--- src/rtl/mmss_timer_pkg.sv ---
// Shared types and constants for the minutes:seconds timer.
package timer_pkg;

  typedef enum logic [1:0] {
    ST_IDLE   = 2'd0,
    ST_RUN    = 2'd1,
    ST_PAUSED = 2'd2,
    ST_DONE   = 2'd3
  } state_e;

  localparam int unsigned SEC_MAX = 59;
  localparam int unsigned SEC_W   = 6;

  localparam logic MODE_UP   = 1'b0;
  localparam logic MODE_DOWN = 1'b1;

endpackage

--- src/rtl/mmss_timer_mod_counter.sv ---
// Generic up/down modulo counter (0..MAX) with clear, load and a wrap carry.
module mod_counter #(
  parameter int unsigned W   = 6,
  parameter int unsigned MAX = 59
) (
  input  logic         clk,
  input  logic         rst_n,
  input  logic         clear,
  input  logic         load,
  input  logic [W-1:0] load_val,
  input  logic         en,
  input  logic         down,
  output logic [W-1:0] q,
  output logic         carry
);

  localparam logic [W-1:0] MAX_V = W'(MAX);
  localparam logic [W-1:0] ONE_V = W'(1);

  logic [W-1:0] q_q, q_d;

  // Carry flags the wrap that the enabled step is about to perform.
  assign carry = en & (down ? (q_q == '0) : (q_q == MAX_V));
  assign q     = q_q;

  // Next value: clear, then load, then compare-and-reset step.
  always_comb begin
    q_d = q_q;
    if (clear) begin
      q_d = '0;
    end else if (load) begin
      q_d = load_val;
    end else if (en) begin
      if (down) q_d = (q_q == '0)    ? MAX_V : q_q - ONE_V;
      else      q_d = (q_q == MAX_V) ? '0    : q_q + ONE_V;
    end
  end

  // Counter register.
  always_ff @(posedge clk or negedge rst_n) begin
    if (!rst_n) q_q <= '0;
    else        q_q <= q_d;
  end

endmodule

--- src/rtl/mmss_timer.sv ---
// Minutes:seconds stopwatch/countdown with prescaler, run control and done pulse.
module mmss_timer
  import timer_pkg::*;
#(
  parameter int unsigned CLK_PER_SEC = 100_000_000,
  parameter int unsigned MIN_MAX     = 99,
  parameter int unsigned MIN_W       = 7
) (
  input  logic             clk,
  input  logic             rst_n,
  input  logic             start,
  input  logic             stop,
  input  logic             clear,
  input  logic             load,
  input  logic [MIN_W-1:0] load_min,
  input  logic [5:0]       load_sec,
  input  logic             mode_down,
  input  logic             wrap_en,
  output logic [MIN_W-1:0] minutes,
  output logic [5:0]       seconds,
  output logic             running,
  output logic             done
);

  localparam int unsigned       PW        = $clog2(CLK_PER_SEC);
  localparam logic [PW-1:0]     TICK_V    = PW'(CLK_PER_SEC - 1);
  localparam logic [PW-1:0]     PONE_V    = PW'(1);
  localparam logic [SEC_W-1:0]  SEC_MAX_V = SEC_W'(SEC_MAX);
  localparam logic [SEC_W-1:0]  SEC_ONE_V = SEC_W'(1);
  localparam logic [MIN_W-1:0]  MIN_MAX_V = MIN_W'(MIN_MAX);

  state_e            state_q, state_d;
  logic [PW-1:0]     presc_q, presc_d;
  logic              mode_q, mode_d;
  logic              done_q, done_d;

  logic [SEC_W-1:0]  sec_q, ld_sec;
  logic [MIN_W-1:0]  min_q, ld_min;
  logic              sec_carry, min_carry;
  logic              is_run, tick, load_acc, cmd_stop, cmd_start;
  logic              at_top, at_zero, at_one, hold, sec_en;

  assign is_run    = (state_q == ST_RUN);
  assign tick      = is_run & (presc_q == TICK_V);
  assign load_acc  = ~clear & load & ~is_run;
  assign cmd_stop  = ~clear & ~load & stop;
  assign cmd_start = ~clear & ~load & ~stop & start;

  assign at_top  = (min_q == MIN_MAX_V) & (sec_q == SEC_MAX_V);
  assign at_zero = (min_q == '0) & (sec_q == '0);
  assign at_one  = (min_q == '0) & (sec_q == SEC_ONE_V);

  // Saturating up-count and an exhausted countdown freeze the counters on the tick.
  assign hold   = (mode_q == MODE_DOWN) ? at_zero : (at_top & ~wrap_en);
  assign sec_en = tick & ~clear & ~hold;

  assign ld_sec = (load_sec > SEC_MAX_V) ? SEC_MAX_V : load_sec;
  assign ld_min = (load_min > MIN_MAX_V) ? MIN_MAX_V : load_min;

  mod_counter #(
    .W   (SEC_W),
    .MAX (SEC_MAX)
  ) u_sec (
    .clk      (clk),
    .rst_n    (rst_n),
    .clear    (clear),
    .load     (load_acc),
    .load_val (ld_sec),
    .en       (sec_en),
    .down     (mode_q),
    .q        (sec_q),
    .carry    (sec_carry)
  );

  mod_counter #(
    .W   (MIN_W),
    .MAX (MIN_MAX)
  ) u_min (
    .clk      (clk),
    .rst_n    (rst_n),
    .clear    (clear),
    .load     (load_acc),
    .load_val (ld_min),
    .en       (sec_carry),
    .down     (mode_q),
    .q        (min_q),
    .carry    (min_carry)
  );

  // Control FSM, prescaler and terminal detection, with clear > load > stop > start.
  always_comb begin
    state_d = state_q;
    presc_d = presc_q;
    mode_d  = mode_q;
    done_d  = 1'b0;
    if (clear || load_acc) begin
      state_d = ST_IDLE;
      presc_d = '0;
    end else if (is_run) begin
      // A stop on the tick cycle still applies the tick; the prescaler then restarts at 0.
      if (tick) begin
        presc_d = '0;
        if (mode_q == MODE_DOWN) begin
          if (at_zero || at_one) begin
            done_d  = 1'b1;
            state_d = ST_DONE;
          end
        end else if (min_carry) begin
          done_d = 1'b1;
        end else if (at_top) begin
          done_d  = 1'b1;
          state_d = ST_DONE;
        end
      end else if (!cmd_stop) begin
        presc_d = presc_q + PONE_V;
      end
      if (cmd_stop && state_d == ST_RUN) state_d = ST_PAUSED;
    end else if (cmd_start) begin
      if (state_q == ST_IDLE) begin
        if (!((mode_down == MODE_DOWN) && at_zero)) begin
          state_d = ST_RUN;
          presc_d = '0;
          mode_d  = mode_down;
        end
      end else if (state_q == ST_PAUSED) begin
        state_d = ST_RUN;
        mode_d  = mode_down;
      end
    end
  end

  // Control registers.
  always_ff @(posedge clk or negedge rst_n) begin
    if (!rst_n) begin
      state_q <= ST_IDLE;
      presc_q <= '0;
      mode_q  <= MODE_UP;
      done_q  <= 1'b0;
    end else begin
      state_q <= state_d;
      presc_q <= presc_d;
      mode_q  <= mode_d;
      done_q  <= done_d;
    end
  end

  assign minutes = min_q;
  assign seconds = sec_q;
  assign running = is_run;
  assign done    = done_q;

endmodule

--- config.mk ---
export PLATFORM = sky130hd
export DESIGN_NAME = mmss_timer
export DESIGN_NICKNAME = d
export VERILOG_FILES = /design/src/rtl/mmss_timer_pkg.sv /design/src/rtl/mmss_timer_mod_counter.sv /design/src/rtl/mmss_timer.sv
export SDC_FILE = /design/constraint.sdc
export NUM_CORES = 1
export LEC_CHECK = 0
export CAP_MARGIN = 20
export CORE_AREA = 3 3 84 86
export CTS_CLUSTER_DIAMETER = 150
export CTS_CLUSTER_SIZE = 40
export DETAILED_ROUTE_END_ITERATION = 12
export DIE_AREA = 0 0 87 89
export PLACE_DENSITY = 0.74
export SYNTH_ARGS = -nofsm -noshare
export SYNTH_HDL_FRONTEND = slang
export SYNTH_SLANG_ARGS = --single-unit
--- constraint.sdc ---
create_clock -name clk -period 2.4 [get_ports clk]
set_input_delay 0.48 -clock clk [delete_from_list [all_inputs] [get_ports clk]]
set_output_delay 0.48 -clock clk [all_outputs]
set_load 0.01 [all_outputs]
Word-level counts from Yosys, hierarchy flattened

Cells that the tools add are included.

Register bits: 44
Word-level logic and storage cells: 110

Order comparisons: 2
Equality and inequality tests: 11
Bitwise logic cells: 22
$add $sub $neg: 5
Muxes and demuxes: 48
Reduce and logical (&&, ||, !) cells: 16

Operators with widths:

| kind                                                  | number |
|---|---|
| 2-to-1 mux 27 bit                                     | 7 |
| 2-to-1 mux 7 bit                                      | 7 |
| 2-to-1 mux 6 bit                                      | 7 |
| 2-to-1 mux 2 bit                                      | 14 |
| adder 27 x 1 -> 27 bit, second input constant         | 1 |
| equality test 27 bit, second input constant           | 1 |
| bitwise AND 1 bit                                     | 15 |
| 2-to-1 mux 1 bit                                      | 13 |
| nonzero test 3 bit                                    | 4 |
| adder 7 x 1 -> 7 bit, second input constant           | 1 |
| equality test 7 bit, second input constant            | 1 |
| > comparator 7 bit, second input constant             | 1 |
| zero test 7 bit                                       | 1 |
| NOT 1 bit                                             | 7 |
| subtractor 7 x 1 -> 7 bit, second input constant      | 1 |
| adder 6 x 1 -> 6 bit, second input constant           | 1 |
| equality test 6 x 1 -> 1 bit, second input constant   | 1 |
| equality test 6 bit, second input constant            | 1 |
| > comparator 6 bit, second input constant             | 1 |
| zero test 6 bit                                       | 1 |
| subtractor 6 x 1 -> 6 bit, second input constant      | 1 |
| AND reduction 5 bit                                   | 1 |
| equality test 2 x 1 -> 1 bit, second input constant   | 2 |
| inequality test 4 x 3 -> 1 bit, second input constant | 1 |
| 11 further kinds                                      | 13 |

Longest topological paths before layout

Gate-level depths: netlist (run 1).

Word-level depth: 18
Mapped depth: 9
Depth with buffers taken out: 8

By module

From an unflattened synthesis (run 1), not the netlist that was laid out.

Cell total of the unflattened synthesis: 414
Area, all modules: 3569.7 µm²

By module, submodules not included:

| module               | seq. area each (µm²) | instances | area an instance (µm²) | cells each |
|---|---|---|---|---|
| mmss_timer           | 775.7                | 1         | 2220.9                 | 250 |
| mod_counter at u_min | 175.2                | 1         | 747.0                  | 90 |
| mod_counter at u_sec | 150.1                | 1         | 601.8                  | 74 |

Worst setup path after synthesis (run 1)

No wires, ideal clock.

Path type: reg-to-reg
Start: reg presc_q[0]
End: reg presc_q[13]
Period minus slack after synthesis: 2450 ps
Stages on the path, launching flop included: 9
Required time: 2281 ps
Buffers on the path: 2
Arrival: 2332 ps
Setup slack: -50 ps
Cell sequence: dfrtp_1 -> ha_1 -> nand4_1 -> or4b_4 -> o31ai_1 -> nor2b_1 -> buf_4 -> buf_6 -> nor2_1

Word-level cells in the longest chain between the ends: 5
Elaborated cells between the ends (all ways): 9
Classes of those cells: add/sub (1); eq/ne (2); mux (4); bitwise (1); reduce/logical (1)

RTL lines:

| element                                                               | RTL line                            | text |
|---|---|---|
| start: declaration                                                    | mmss_timer.sv:33                    | `logic [PW-1:0] presc_q, presc_d;` |
| start signal: assignment                                              | mmss_timer.sv:141                   | `presc_q <= presc_d;` |
| adder 27 x 1 -> 27 bit / equality test 27 bit (equally long branches) | mmss_timer.sv:115, mmss_timer.sv:44 |  |
| 2-to-1 mux 27 bit / bitwise AND 1 bit (equally long branches)         | mmss_timer.sv:114, mmss_timer.sv:44 |  |
| 2-to-1 mux 27 bit                                                     | mmss_timer.sv:101                   | `if (tick) begin` |
| 2-to-1 mux 27 bit                                                     | mmss_timer.sv:99                    | `end else if (is_run) begin` |
| 2-to-1 mux 27 bit                                                     | mmss_timer.sv:96                    | `if (clear \|\| load_acc) begin` |

Parallel ways exist; a longest one is shown, timed or not. The select of a mux whose other input is x is not followed.
A chain may end at the register's enable or synchronous reset.

Worst setup path in the final report (run 1)

Start: reg presc_q[1]
End: reg presc_q[6]

The elaborated chain is that of the path after synthesis.

==> results of run 1 <==
==> final timing paths <==
kind,cells past startpoint,start,slack [ns],endpoint
max,7,presc_q[1]$_DFFE_PN0P_,-0.05,presc_q[6]$_DFFE_PN0P_
min,2,rst_n,0.24,u_min.q[1]$_DFFE_PN0P_
max reg2reg,7,presc_q[1]$_DFFE_PN0P_,-0.05,presc_q[6]$_DFFE_PN0P_
min reg2reg,1,presc_q[10]$_DFFE_PN0P_,0.53,presc_q[10]$_DFFE_PN0P_
max in group asynchronous,2,rst_n,1.74,presc_q[26]$_DFFE_PN0P_
min in group clk,1,presc_q[10]$_DFFE_PN0P_,0.53,presc_q[10]$_DFFE_PN0P_
==> placed cells by master, fill, tap and decap left out, types with 7 or more instances in the layout <==
cell type / count
nor3_2: 7
o31ai_1: 7
clkdlybuf4s50_1: 34
nor2_1: 43
xnor2_1: 23
inv_1: 10
nor4_4: 9
nand3_1: 22
nand4_1: 12
dfrtp_1: 44
a21oi_1: 26
o21ai_0: 21
nand2_1: 34
buf_4: 57
==> power breakdown <==
group	switching, mW	internal (mW)	leakage, nW
Clock	0.263	0.235	0.0455
Combinational	0.368	0.320	1.07
Sequential	0.0432	0.769	0.601
Total	0.674	1.32	1.72
==> logic make-up (layout without fill, tap and decap cells) <==
logic type	after synthesis	count (layout)	synth area share (%)
flip-flops	44	44	34.3
XOR/XNOR	25	25	6.83
AO/OA/AOI/OAI	97	97	19.7
buffers and inverters	36	112	5.11
adder cells (fa/ha/maj)	7	7	2.73
AND/OR/NAND/NOR	179	179	29.3
multiplexers	6	6	1.95
==> layout make-up <==
cell class	count	area, µm²
sequential	44	1100
multi-input combinational	314	2250
fill	510	1970
inverter	10	37.5
clock buffer	8	90.1
tap	77	96.3
timing repair buffer	94	805
==> repair_timing <==
action                     in CTS  in global routing
setup endpoints to repair      10                 42
gates resized for setup         7                 49
pin swaps                       0                  9
buffers inserted                0                  3
==> worst max-delay path: cells and delay by family, from the launching register on <==
kind	cells	cell delay, ns
flip-flops	1	0.38
AND/OR/NAND/NOR	4	1.39
AO/OA/AOI/OAI	2	0.41
adder cells (fa/ha/maj)	1	0.19
==> cells in the mapped netlist (4+ instances only) <==
library cell / instances
dfrtp_1: 44
nor3_1: 13
a311oi_1: 5
nor2_1: 43
and4_1: 4
mux2i_1: 4
nor4b_1: 6
o31ai_1: 8
nand4_1: 12
clkbuf_1: 14
nand3_1: 23
xnor2_1: 23
a21oi_1: 27
a21o_1: 5
and3_1: 4
nor2b_1: 5
nand2_1: 34
o21ai_0: 28
inv_1: 10
ha_1: 7
nor4_1: 11
buf_2: 7
nand2b_1: 7
==> layer usage <==
metal	global-route usage [%]	up-vias
met5	0	-
met3	3.69	24
met4	7.79	0
met2	43.0	113
met1	30.0	1638
li1	-	1585
==> registers in the layout (all words and copies together) (netlist names) <==
register  count
state_q       2
mode_q        1
done          1
u_sec.q       6
presc_q      27
u_min.q       7
==> per-stage QoR <==
stage                     setup WS, ns  hold WS [ns]
final                          -0.0524         0.239
after global routing            -0.163         0.311
after CTS                     -0.00462         0.287
after detailed placement       -0.0877         0.504
after global placement         -0.0439         0.492
after floorplan               -0.00834         0.184
==> flow_summary.ini, run 1 <==
[setup_path]
criticalPathCategory = register to register
cp.arrival_ns = 2.68
path_cells = ha_2, nand4_1, or4b_4, o31a_1, or2_4, or4_1, o21ai_1
startpoint_type = register
slowest_delay_ns = 0.62
required_ns = 2.63
critPathMaxFanout = 5
end_kind = register
worst_path_max_delay_cell = or4b_4

[floorplanning]
start_util_pct = 50.5
chipWidth_um = 87
die_h_um = 89
row_count = 29
ioPinCount = 36
dieArea_um2 = 7740
core_um2 = 6350

[clock_network]
cts_buffers = 5
cts_tree = done
clk_pin_slew_worst_paths_ns = 0.08
clk_path_buf_depth = 2
cts_hold_buf = 0
cts_num_sinks = 44
clk_latency_ns = 0.30
cts-htree-levels = 2
ctsRootBufferMaster = clkbuf_8

[detailed_routing]
via_count = 3360
drt_first_pass_iters = 5
wire_per_inst_um = 17.0
wl_met1_mm = 3.93
top_layer_used = met4
drc = 0
drtIter0Drc = 162
wl_mm = 9.32
wl_met2_mm = 4.74
wl_met3_um = 468
drtAntennaViolNets = 0
viasPerCell = 6.14

[layout]
final_util_pct = 69.0
design_area_um2 = 4380
drive_gt1_share_pct = 24.5
nets = 497
antennaDiodeCount = 0
areaGrowthSynthToFinish_pct = 36.8
final_cells = 547

[timing]
maxSlewViolCount = 0
finalSetupViolCount = 6
worstMarginPinSlew_ns = 0.589
setup_tns_ns = -0.131
timing.fmax_mhz = 408
worst_slack_ns = -0.0524
hold_viol = 0
fin_crit_sh_pct = 102
fin_crit_ns = 2.45
max_slew_margin_pct = 60.7
clock_skew_ns = 0.00624
rsz0062_at_grt = yes

[power]
power_density_nw_per_um2 = 456
vdd_drop_max_uv = 306
p_total_mw = 2.00
p_leak_nw = 1.72

[synth]
synth_top_area_share_pct = 34.3
synth_cells = 394
ys_top_cells_by_area = dfrtp_1 (34%), xnor2_1 (6.3%), nor2_1 (5.0%)
syn-cell-area_um2 = 3210
synth-async-reset-ratio_pct = 100
syn-num-nets = 422
ys.warnings.count = 0
ys_ff_latch = 44
avgSynthCellArea_um2 = 8.14
yosysSeqAreaShare_pct = 34.3
netlist.top_cell.by_area = dfrtp_1
synth_ff_type = dfrtp_1
synth-edff-count = 0
synth_cell_types = 60

[placement]
dpl_cell_area_um2 = 3960
dp_cells = 536
io_buffers = 35
dp_hpwl_mm = 6.52
gp_congestion = 0.922

[outcome]
status = finished, violations left
violations = setup timing

[global_routing]
antenna_found_initial = 0
grt_use_total_pct = 24.2
grt_pass1_vias = 3321
grt_pass1_wl_mm = 15.1
grt-ovfl-total = 0
grt_max_degree = 45

[worst_hold_path]
hold_path.class = input port to async pin

[job]
maxCapViolations = 0
Power figures use the tool's default switching activity.
==> run 2, diff against run 1 <==
--- a/config.mk
+++ b/config.mk
@@ -6,12 +6,11 @@
 export NUM_CORES = 1
 export LEC_CHECK = 0
 export CAP_MARGIN = 20
-export CORE_AREA = 3 3 84 86
+export CORE_AREA = 3 3 100 102
 export CTS_CLUSTER_DIAMETER = 150
 export CTS_CLUSTER_SIZE = 40
 export DETAILED_ROUTE_END_ITERATION = 12
-export DIE_AREA = 0 0 87 89
-export PLACE_DENSITY = 0.74
+export DIE_AREA = 0 0 103 105
 export SYNTH_ARGS = -nofsm -noshare
 export SYNTH_HDL_FRONTEND = slang
 export SYNTH_SLANG_ARGS = --single-unit
==> run 2 against run 1 <==
Effect of this change:
- the run still ends with setup timing left
- clock-buffer cell count decreased by 2
- clock skew is 0.0082 ns higher
- first-iteration DRC count shrank 14%
- non-clock buffer count grew 2
- critical path depth unchanged
- worst hold slack worse by 0.099 ns
- critical path type unchanged
- largest cell class unchanged
- largest power group unchanged
- highest routed layer unchanged
==> flow_summary.ini, run 2 (synthesized netlist as in run 1, its figures left out) <==
[outcome]
status = finished, violations left
violations = setup timing

[layout]
top_register = presc_q
drive_gt1_share_pct = 24.2
final_util_pct = 47.9
areaGrowthSynthToFinish_pct = 37.3
nets = 499
final_common_cell = buf_4
regArea_um2 = 1100
antennaDiodeCount = 0
largest_register_ffs = 27
final_cell_mix = buf_4 (54), dfrtp_1 (44), nor2_1 (43)
n_fill_cell = 890
multi_input_area_um2 = 2160

[global_routing]
grt_pass1_vias = 3097
grt-ovfl-total = 0
grt_pass1_wl_mm = 14.9
grt_max_degree = 25
antenna_found_initial = 0
grt_use_total_pct = 17.0

[floorplanning]
dieArea_um2 = 10800
row_count = 35
core_um2 = 9200
chipWidth_um = 103
ioPinCount = 36
die_h_um = 105
start_util_pct = 34.9

[power]
sequentialPowerShare_pct = 38.5
p_switching_mw = 0.696
vdd_drop_max_uv = 215
intPower_mw = 1.45
p_total_mw = 2.14
p_leak_nw = 1.73
power_density_nw_per_um2 = 487
pwr-share-clk_pct = 29.3
p_comb_share_pct = 32.2
switching_share_pct = 32.5

[detailed_routing]
drc = 0
wl_mm = 9.24
via_count = 3216
wire_per_inst_um = 15.8
drtAntennaViolNets = 0
drt_first_pass_iters = 4
drtIter0Drc = 139
viasPerCell = 5.52

[timing]
fin_crit_sh_pct = 101
hold_viol = 0
max_slew_margin_pct = 63.7
rsz0062_at_grt = yes
timing.fmax_mhz = 411
worst_slack_ns = -0.0309
finalSetupViolCount = 2
clock_skew_ns = 0.0145
maxSlewViolCount = 0
fin_crit_ns = 2.43
worstMarginPinSlew_ns = 0.545

[clock_network]
clk_path_buf_depth = 2
cts-htree-levels = 2
cts_hold_buf = 0
ctsRootBufferMaster = clkbuf_8
clk_latency_ns = 0.31
cts_tree = done
clk_pin_slew_worst_paths_ns = 0.10
cts_buffers = 5
cts_num_sinks = 44

[setup_path]
criticalPathCategory = register to register
path_cells = ha_2, nand4_1, or4b_4, o31a_1, or2_4, or4_1, o21ai_1
cp.arrival_ns = 2.66
critPathMaxFanout = 6
worst_path_max_delay_cell = or4b_4
end_kind = register
startpoint_type = register
slowest_delay_ns = 0.63
required_ns = 2.63

[worst_hold_path]
hold_path.class = input port to async pin

[placement]
gp_congestion = 0.853
io_buffers = 35
dp_hpwl_mm = 6.76
dp_slack_ns = -0.122

[job]
maxCapViolations = 0
==> run 2: changes by cell type in the layout (fill, tap and decap cells not counted), sizes merged <==
cell / previous run / this run
bufinv: 0 / 1
buf: 60 / 62
clkinv: 0 / 1
clkbuf: 8 / 6
==> run 2: layer usage <==
layer	global-route usage (%)	vias to the layer above	part of all wire (%)
met5	0	-	0
li1	-	1597	-
met3	3.14	14	3.1
met4	4.35	0	1.6
met2	27.8	54	49
met1	22.8	1551	46
==> run 2: repair_timing <==
item / CTS / global route
endpoints found under the setup margin: 16 / 38
setup buffers: 0 / 1
pin swaps: 0 / 18
resized for setup: 3 / 51
==> run 2: path summary, 6_finish.rpt <==
| kind | startpoint | end | slack (ns) | cells past startpoint |
|---|---|---|---|---|
| worst max register to register | presc_q[0]$_DFFE_PN0P_ | presc_q[6]$_DFFE_PN0P_ | -0.03 | 7 |
| worst min register to register | presc_q[10]$_DFFE_PN0P_ | presc_q[10]$_DFFE_PN0P_ | 0.54 | 1 |
| worst min-delay path | rst_n | u_sec.q[2]$_DFFE_PN0P_ | 0.14 | 1 |
| worst max-delay path | presc_q[0]$_DFFE_PN0P_ | presc_q[6]$_DFFE_PN0P_ | -0.03 | 7 |
| min in group clk | presc_q[10]$_DFFE_PN0P_ | presc_q[10]$_DFFE_PN0P_ | 0.54 | 1 |
| max in group asynchronous | rst_n | presc_q[2]$_DFFE_PN0P_ | 1.72 | 2 |
==> run 2: final cells by class <==
class	instances	area share, %
clock buffer	6	1.88
clock inverter	2	0.881
inverter	10	0.853
multi-input combinational	314	49.2
sequential	44	25.0
tap	111	3.16
timing repair buffer	96	19.1
==> run 2: power groups by stage <==
stage / Sequential [mW] / Clock (mW) / Combinational [mW]
floorplan: 0.824 / 0 / 0.367
global placement: 0.834 / 0 / 0.643
detailed placement: 0.835 / 0 / 0.644
CTS: 0.820 / 0.644 / 0.649
global route: 0.830 / 0.681 / 0.757
finish: 0.824 / 0.628 / 0.690
==> run 2: critical path: cells and delay by family (launching register included) <==
kind	cells	cell delay [ns]
AO/OA/AOI/OAI	2	0.38
adder cells (fa/ha/maj)	1	0.19
flip-flops	1	0.36
AND/OR/NAND/NOR	4	1.43
==> run 2: stage by stage <==
step / instance area, µm² / TNS (ns) / std cells / hold slack [ns]
6_report: 4400 / -0.0594 / 583 / 0.140
5_1_grt: 4400 / -2.45 / 583 / 0.166
4_1_cts: 4170 / 0 / 582 / 0.153
3_5_place_dp: 4030 / -0.453 / 574 / 0.494
3_3_place_gp: 4030 / -0.0295 / 574 / 0.499
2_1_floorplan: 3210 / -0.00834 / 394 / 0.184
==> run 3, diff against run 2 <==
--- a/config.mk
+++ b/config.mk
@@ -11,6 +11,7 @@
 export CTS_CLUSTER_SIZE = 40
 export DETAILED_ROUTE_END_ITERATION = 12
 export DIE_AREA = 0 0 103 105
+export SETUP_SLACK_MARGIN = 0.15
 export SYNTH_ARGS = -nofsm -noshare
 export SYNTH_HDL_FRONTEND = slang
 export SYNTH_SLANG_ARGS = --single-unit
==> run 3 against run 2 <==
Effect of this change:
- the run now ends clean
- routed wire length increased by 11%
- register-to-register slack improved by 0.07 ns
- combinational power increased by 11%
- flip-flop and latch count unchanged
- final cell count increased by 3.9%
- cell area increased by 10%
- largest power group unchanged
- highest routed layer unchanged
==> flow_summary.ini, run 3 (synthesized netlist as in run 1, its figures left out) <==
[global_routing]
grt_use_total_pct = 18.6
antenna_found_initial = 0
grt_pass1_wl_mm = 16.3
grt_max_degree = 45
grt_pass1_vias = 3261
grt-ovfl-total = 0

[setup_path]
timing.rr.start = presc_q[1]$_DFFE_PN0P_
startpoint_type = register
end_kind = register
startpoint = presc_q[1]$_DFFE_PN0P_
cp-endpoint = presc_q[6]$_DFFE_PN0P_
required_ns = 2.65
r2r_end = presc_q[6]$_DFFE_PN0P_
rrSetupSlack_ns = 0.04
critPathMaxFanout = 4
criticalPathCategory = register to register
cp.arrival_ns = 2.61
r2r_cells = 7

[clock_network]
ctsRootBufferMaster = clkbuf_8
cts_buffers = 5
clk_latency_ns = 0.31
clk_path_buf_depth = 2
cts-htree-levels = 2
cts_tree = done
clk_pin_slew_worst_paths_ns = 0.10
cts_hold_buf = 0
cts_num_sinks = 44

[layout]
areaGrowthSynthToFinish_pct = 51.3
regArea_um2 = 1110
top_register = presc_q
multi_input_area_um2 = 2400
final_cells = 606
final_util_pct = 52.7
n_fill_cell = 848
final_cell_mix = buf_4 (67), nor2_1 (43), dfrtp_1 (39)
drive_gt1_share_pct = 33.7
largest_register_ffs = 27
antennaDiodeCount = 0
nets = 522
final_common_cell = buf_4

[power]
vdd_drop_max_uv = 243
p_switching_mw = 0.742
power_density_nw_per_um2 = 453
sequentialPowerShare_pct = 37.3
intPower_mw = 1.45
p_total_mw = 2.20
pwr-share-clk_pct = 28.0
p_leak_nw = 1.92
p_comb_share_pct = 34.8
switching_share_pct = 33.8

[timing]
timing.fmax_mhz = 424
hold_viol = 0
rsz0062_at_grt = yes
max_slew_margin_pct = 61.2
worst_slack_ns = 0.0405
worstMarginPinSlew_ns = 0.575
fin_crit_ns = 2.36
clock_skew_ns = 0.0118
finalSetupViolCount = 0
fin_crit_sh_pct = 98.3
maxSlewViolCount = 0

[detailed_routing]
drt_first_pass_iters = 4
drc = 0
drtAntennaViolNets = 0
wire_per_inst_um = 16.9
drtIter0Drc = 163
wl_mm = 10.2
via_count = 3380
viasPerCell = 5.58

[placement]
dp_slack_ns = -0.0840
io_buffers = 35
gp_congestion = 0.888
dp_hpwl_mm = 6.96
dp_cells = 586

[floorplanning]
ioPinCount = 36
die_h_um = 105
core_um2 = 9200
row_count = 35
chipWidth_um = 103
dieArea_um2 = 10800
start_util_pct = 34.9

[outcome]
status = complete, no violations

[job]
maxCapViolations = 0

[worst_hold_path]
hold_path.class = input port to async pin
-- run 3: timing repair --
action,in CTS,in global routing
setup endpoints to repair,37,43
setup buffers,5,7
pin swaps,11,19
gates resized for setup,46,56
gates cloned,0,0
-- run 3: power by group through the flow --
stage               clock [mW]  sequential, mW  combinational [mW]
floorplan                    0           0.826               0.375
global placement             0           0.826               0.667
detailed placement           0           0.826               0.673
CTS                      0.618           0.813               0.707
global route             0.647           0.824               0.832
finish                   0.614           0.818               0.764
-- run 3: worst min path at each step --
| stage | end | slack [ns] | cells after the start |
|---|---|---|---|
| finish | presc_q[18]$_DFFE_PN0P_ | 0.13 | 2 |
| global route | presc_q[18]$_DFFE_PN0P_ | 0.17 | 2 |
| CTS | presc_q[14]$_DFFE_PN0P_ | 0.15 | 2 |
| detailed placement | presc_q[18]$_DFFE_PN0P_ | 0.48 | 2 |
| global placement | presc_q[14]$_DFFE_PN0P_ | 0.48 | 2 |
| floorplan | done$_DFF_PN0_ | 0.18 | 0 |
-- run 3: worst max-delay path, cell delays in order, from the launching register on --
cell,delay (ns)
dfrtp_1,0.37
ha_2,0.19
nand4_1,0.10
or4b_4,0.54
o31a_1,0.32
or2_4,0.29
or4_4,0.43
o21ai_2,0.06
-- run 3: stage by stage --
stage               hold WS [ns]  area, µm²  setup TNS [ns]
finish                     0.130       4850               0
global route               0.165       4850          -0.504
CTS                        0.148       4580               0
detailed placement         0.485       4180          -0.467
global placement           0.481       4180          -0.121
floorplan                  0.184       3270               0
-- run 3: cell type report --
cell class                      count  area share [%]
Multi-Input combinational cell    314            49.5
Sequential cell                    44            22.8
Timing Repair Buffer              119            21.6
Tap cell                          111            2.86
Clock buffer                        5            1.42
Clock inverter                      3           0.980
Inverter                           10           0.774
-- run 3: layer usage --
layer  vias to the layer above  track usage [%]  part of all wire, %
met1                      1648             27.1                   46
li1                       1646                -                    -
met5                         -                0                    0
met3                        10             1.87                  3.3
met2                        76             29.1                   49
met4                         0             4.90                  1.2
